## config.mk

```make
export PLATFORM = sky130hd
export DESIGN_NAME = irq_timer_csr
export DESIGN_NICKNAME = d
export VERILOG_FILES = /design/src/rtl/irq_timer_csr.sv
export SDC_FILE = /design/constraint.sdc
export NUM_CORES = 1
export LEC_CHECK = 0
export BUFFER_PORTS_ARGS = -buffer_cell sky130_fd_sc_hd__buf_2
export CAP_MARGIN = 20
export CORE_MARGIN = 8
export CORE_UTILIZATION = 47
export DETAILED_ROUTE_END_ITERATION = 7
export GPL_ROUTABILITY_DRIVEN = 0
export GPL_TIMING_DRIVEN = 1
export PLACE_DENSITY = 0.71
export SYNTH_ARGS = -nofsm -noshare
export SYNTH_HDL_FRONTEND = slang
export SYNTH_SLANG_ARGS = --single-unit
```

## constraint.sdc

```tcl
create_clock -name clk -period 7.9 [get_ports clk]
set_input_delay 0.79 -clock clk [delete_from_list [all_inputs] [get_ports clk]]
set_output_delay 0.79 -clock clk [all_outputs]
set_load 0.005 [all_outputs]
```

## src/rtl/irq_timer_csr.sv

```systemverilog
// irq_timer_csr: machine-mode periodic timer, interrupt CSRs and interrupt
// arbitration for the RV32 pipeline.
// Build option: define VECTORED_MODE_EN to support mtvec MODE=1 (vectored).
module irq_timer_csr #(
  parameter logic [31:0] RESET_MTVEC = 32'h0000_0100
) (
  input  logic        clk,
  input  logic        reset,
  input  logic [31:0] timer_limit,
  input  logic        external_int,
  input  logic        software_int,
  input  logic        csr_we,
  input  logic [11:0] csr_addr,
  input  logic [31:0] csr_wdata,
  output logic [31:0] csr_rdata,
  input  logic        trap_allow,
  input  logic [31:0] epc_in,
  input  logic        mret,
  output logic        timer_int,
  output logic        irq_take,
  output logic [31:0] redirect_pc
);

  localparam logic [11:0] ADDR_MSTATUS = 12'h300;
  localparam logic [11:0] ADDR_MIE     = 12'h304;
  localparam logic [11:0] ADDR_MTVEC   = 12'h305;
  localparam logic [11:0] ADDR_MEPC    = 12'h341;
  localparam logic [11:0] ADDR_MCAUSE  = 12'h342;
  localparam logic [11:0] ADDR_MIP     = 12'h344;

  logic [31:0] counter;
  logic        mstatus_mie;
  logic        mstatus_mpie;
  logic        mie_msie;
  logic        mie_mtie;
  logic        mie_meie;
  logic [29:0] mtvec_base;
  logic [1:0]  mtvec_mode;
  logic        mtip;
  logic        meip;
  logic [29:0] mepc_hi;
  logic [31:0] mcause;

  logic [31:0] mip_val;
  logic [31:0] mie_val;
  logic [31:0] mepc_val;
  logic [31:0] mtvec_val;
  logic [31:0] pend;
  logic [3:0]  cause;
  logic [31:0] trap_target;
  logic        wr_mstatus, wr_mie, wr_mtvec, wr_mepc, wr_mcause, wr_mip;

  assign wr_mstatus = csr_we && (csr_addr == ADDR_MSTATUS);
  assign wr_mie     = csr_we && (csr_addr == ADDR_MIE);
  assign wr_mtvec   = csr_we && (csr_addr == ADDR_MTVEC);
  assign wr_mepc    = csr_we && (csr_addr == ADDR_MEPC);
  assign wr_mcause  = csr_we && (csr_addr == ADDR_MCAUSE);
  assign wr_mip     = csr_we && (csr_addr == ADDR_MIP);

  assign mip_val   = {20'd0, meip, 3'd0, mtip, 3'd0, software_int, 3'd0};
  assign mie_val   = {20'd0, mie_meie, 3'd0, mie_mtie, 3'd0, mie_msie, 3'd0};
  assign mepc_val  = {mepc_hi, 2'b00};
  assign mtvec_val = {mtvec_base, mtvec_mode};

  // Arbitration: pick highest-priority pending source and compute redirect.
  always_comb begin
    pend        = mip_val & mie_val;
    cause       = 4'd7;
    trap_target = {mtvec_base, 2'b00};
    irq_take    = trap_allow & mstatus_mie & (|pend) & ~mret;
    if (pend[11]) begin
      cause = 4'd11;
    end else if (pend[3]) begin
      cause = 4'd3;
    end else begin
      cause = 4'd7;
    end
`ifdef VECTORED_MODE_EN
    if (mtvec_mode == 2'b01) begin
      trap_target = {mtvec_base, 2'b00} + {26'd0, cause, 2'b00};
    end else begin
      trap_target = {mtvec_base, 2'b00};
    end
`endif
    if (irq_take) begin
      redirect_pc = trap_target;
    end else if (mret) begin
      redirect_pc = mepc_val;
    end else begin
      redirect_pc = 32'd0;
    end
  end

  // CSR read mux; unimplemented addresses read as zero.
  always_comb begin
    case (csr_addr)
      ADDR_MSTATUS: csr_rdata = {24'd0, mstatus_mpie, 3'd0, mstatus_mie, 3'd0};
      ADDR_MIE:     csr_rdata = mie_val;
      ADDR_MTVEC:   csr_rdata = mtvec_val;
      ADDR_MEPC:    csr_rdata = mepc_val;
      ADDR_MCAUSE:  csr_rdata = mcause;
      ADDR_MIP:     csr_rdata = mip_val;
      default:      csr_rdata = 32'd0;
    endcase
  end

  // Periodic timer: wrap when the count reaches limit-1 (or beyond after a limit change).
  always_ff @(posedge clk) begin
    if (reset || (timer_limit == 32'd0)) begin
      counter   <= 32'd0;
      timer_int <= 1'b0;
    end else if (counter >= (timer_limit - 32'd1)) begin
      counter   <= 32'd0;
      timer_int <= 1'b1;
    end else begin
      counter   <= counter + 32'd1;
      timer_int <= 1'b0;
    end
  end

  // mstatus: trap entry beats mret, which beats a software write.
  always_ff @(posedge clk) begin
    if (reset) begin
      mstatus_mie  <= 1'b0;
      mstatus_mpie <= 1'b0;
    end else if (irq_take) begin
      mstatus_mpie <= mstatus_mie;
      mstatus_mie  <= 1'b0;
    end else if (mret) begin
      mstatus_mie  <= mstatus_mpie;
      mstatus_mpie <= 1'b1;
    end else if (wr_mstatus) begin
      mstatus_mie  <= csr_wdata[3];
      mstatus_mpie <= csr_wdata[7];
    end else begin
      mstatus_mie  <= mstatus_mie;
      mstatus_mpie <= mstatus_mpie;
    end
  end

  // mie and mtvec: plain software-writable registers.
  always_ff @(posedge clk) begin
    if (reset) begin
      mie_msie   <= 1'b0;
      mie_mtie   <= 1'b0;
      mie_meie   <= 1'b0;
      mtvec_base <= RESET_MTVEC[31:2];
    end else begin
      if (wr_mie) begin
        mie_msie <= csr_wdata[3];
        mie_mtie <= csr_wdata[7];
        mie_meie <= csr_wdata[11];
      end
      if (wr_mtvec) begin
        mtvec_base <= csr_wdata[31:2];
      end
    end
  end

`ifdef VECTORED_MODE_EN
  // mtvec MODE field, writable only in the vectored build.
  always_ff @(posedge clk) begin
    if (reset) begin
      mtvec_mode <= RESET_MTVEC[1:0];
    end else if (wr_mtvec) begin
      mtvec_mode <= csr_wdata[1:0];
    end else begin
      mtvec_mode <= mtvec_mode;
    end
  end
`else
  assign mtvec_mode = 2'b00;
`endif

  // mepc / mcause: trap entry overrides a same-cycle software write.
  always_ff @(posedge clk) begin
    if (reset) begin
      mepc_hi <= 30'd0;
      mcause  <= 32'd0;
    end else if (irq_take) begin
      mepc_hi <= epc_in[31:2];
      mcause  <= {1'b1, 27'd0, cause};
    end else begin
      if (wr_mepc) begin
        mepc_hi <= csr_wdata[31:2];
      end
      if (wr_mcause) begin
        mcause <= csr_wdata;
      end
    end
  end

  // Pending latches: a set in the same cycle as a clear wins.
  always_ff @(posedge clk) begin
    if (reset) begin
      mtip <= 1'b0;
      meip <= 1'b0;
    end else begin
      if (timer_int) begin
        mtip <= 1'b1;
      end else if ((irq_take && (cause == 4'd7)) || (wr_mip && !csr_wdata[7])) begin
        mtip <= 1'b0;
      end
      if (external_int) begin
        meip <= 1'b1;
      end else if ((irq_take && (cause == 4'd11)) || (wr_mip && !csr_wdata[11])) begin
        meip <= 1'b0;
      end
    end
  end

endmodule

```

==> metrics.txt <==
vias per cell=5.617; CTS root buf=clkbuf_16; Synth area leaders=dfxtp_1 35%, nand2_1 10%, ha_1 5.7%; Worst EP required=7.11 ns; max-slew violations=0; sw frac=22.33%; Met3 Routed Length=1850 microns; normalized max-slew margin=26.24%; most used cell, CP=buf_2; initial antenna violation count=2; CTS max path bufs=2; Routed Antenna Nets=0; worst min path class=flip-flop to flip-flop; Post-synth ARST share=0%; Mapped Cells=982; fin crit share=49.89%; Worst-Margin Slew=1.106 ns; internal power=1.245 mW; DRC=0; gr usage total=22.06%; largest incremental delay on the critical path=0.64 ns; setup slack at placement=3.491 ns; CP Capture Type=primary output; TritonCTS buffer count=17; top routing layer used=met4; Max FO, Critical Path=24; Placed Cells incl. Taps=1319; DP HPWL=15640 microns; unique cell type count in the Yosys netlist=56; Primary FF master, synth=dfxtp_1; clock share of power=52.0%; Crit Path Class=input port to primary output; vias in the first global route=7191; post-synthesis register bit count=132; post-route cell area=9233 sq um; Post-CTS Setup Inserts=0; layout cells sized above 1=20.18%; Worst Setup Start Kind=input port; most common cell in the netlist=nand2_1; Yosys warning total=0; Initial Util=48.06%; Worst Path Arrival=3.15 ns; drt first pass iters=5; clock latency on the worst-skew pair=0.42 ns; TNS Setup=0 ns; Wirelength per Cell=17.07 microns; CTS tree=done; Met2 Wirelength=10850 microns; TritonCTS Sinks=132; num rows=46; sequential area share after synthesis=34.61%; top post-synthesis cells by count=210 x nand2_1, 132 x dfxtp_1, 75 x a21oi_1; # resized after CTS=0; Tot Pwr=1.603 mW; Max Clock Skew=0.009014 ns; Flop pwr share=41.9%; Max-Cap Viols=0; Logic pwr share=6.1%; Power Density=173.6 nW/um^2; Final min period=3.942 ns; Metal-1 WL=10010 microns; # setup viols final=0; Hold Violations, Final=0; first-iteration detailed-routing DRC count=556; PortBufs=176; area grow syn2layout=20.93%; Post-Syn Area=7635 sq um; global route total overflow=0; H-tree depth=4; drt total wl=23090 microns; Finished Layout Cells=1353; detailed-route via count=7600; die area=20580 sq um; first-pass GRT wire length=36620 microns; Peak Freq=0.2537 GHz; Lkg Pwr=3.654 nW; outcome=completed; Final #Nets=1272; Clock transition at path regs=0.06 ns; Placed Area=8605 sq um; Crit-path slowest cell=nor4b_4; Yosys top cell by area=dfxtp_1; die width=143.5 microns; top-area cell type share of the netlist area=34.61%; final worst slack=3.958 ns; pin count of the biggest net entering global routing=74; RSZ-0062 raised after global routing=false; worst vdd ir=0.0001426 V; Die Y=143.5 microns; I/O pins=181; Post-synth EDFFs=0; Mean Syn Cell Area=7.775 sq um; Core ar.=15890 sq um; sw power=0.3579 mW; CP cell instances=buf_2 > nand4bb_1 > nor3_2 > nor4b_4 > buf_4 > a222oi_1 > inv_1 > buf_2; Hold Buf Count CTS=0
## power by group through the flow
stage                     clock network, mW  registers, mW  logic, mW
final                                 0.834          0.671     0.0975
after global routing                  0.874          0.671      0.109
after CTS                             0.845          0.671     0.0973
after detailed placement                  0          0.686     0.0969
after global placement                    0          0.686     0.0954
after floorplan                           0          0.685     0.0442
## sequential cells by signal (all words and copies together) (netlist names)
signal and cells:
counter 32, mcause 32, mepc_hi 30, mtvec_base 30, meip 1, mie_meie 1
mie_msie 1, mie_mtie 1, mstatus_mie 1, mstatus_mpie 1, mtip 1, timer_int 1
## routing by layer
metal | global-route usage [%] | vias up
met5 | 0 | -
met4 | 6.419 | 0
met3 | 5.441 | 29
met2 | 37.02 | 280
met1 | 27.38 | 3548
li1 | - | 3743
## placed cells by master, fill, tap and decap left out, drive strengths merged, types with 38 or more instances in the layout
| master | instances |
|---|---|
| nand2 | 210 |
| o21ai | 38 |
| nor2 | 59 |
| nor3 | 47 |
| xnor2 | 43 |
| dfxtp | 132 |
| inv | 44 |
| a21oi | 75 |
| buf | 189 |
## cell families after synthesis
family / share of synthesized area [%]
flip-flops: 34.61
adder cells (fa/ha/maj): 5.736
multiplexers: 5.031
other: 0.04912
AO/OA/AOI/OAI: 16.42
XOR/XNOR: 6.768
buffers and inverters: 6.096
AND/OR/NAND/NOR: 25.29
## worst max-delay path: cells and delay by family
kind            cells  cell delay [ns]
simple gates        3             1.42
buf+inv             4             0.76
compound gates      1             0.17
## metrics by stage
stage | utilization, % | hold WS (ns)
finish | 58.12 | 0.4502
floorplan | - | 0.4315
detailed placement | 54.17 | 0.4429
global placement | 54.17 | 0.4393
global route | 58.12 | 0.4707
CTS | 58.09 | 0.4526
## final timing paths
path | cells past startpoint | start | slack [ns] | endpoint
min reg2reg | 2 | mcause[11]$_SDFFE_PP0P_ | 0.45 | mcause[11]$_SDFFE_PP0P_
min | 2 | mcause[11]$_SDFFE_PP0P_ | 0.45 | mcause[11]$_SDFFE_PP0P_
max reg2reg | 8 | counter[0]$_SDFF_PP0_ | 5.36 | timer_int$_SDFF_PP0_
max | 8 | csr_addr[10] | 3.96 | csr_rdata[4]
## area by class of cell
type	instances	area, sq um
fillers	1497	6653
diodes	2	5.005
inverters	42	157.7
clock buffers	20	446.7
repair buffers	189	978.4
well taps	216	270.3
multi-input cells	740	4556
flip-flops and latches	132	2643
clock inverters	12	176.4
(Power assumes the default switching activity.)
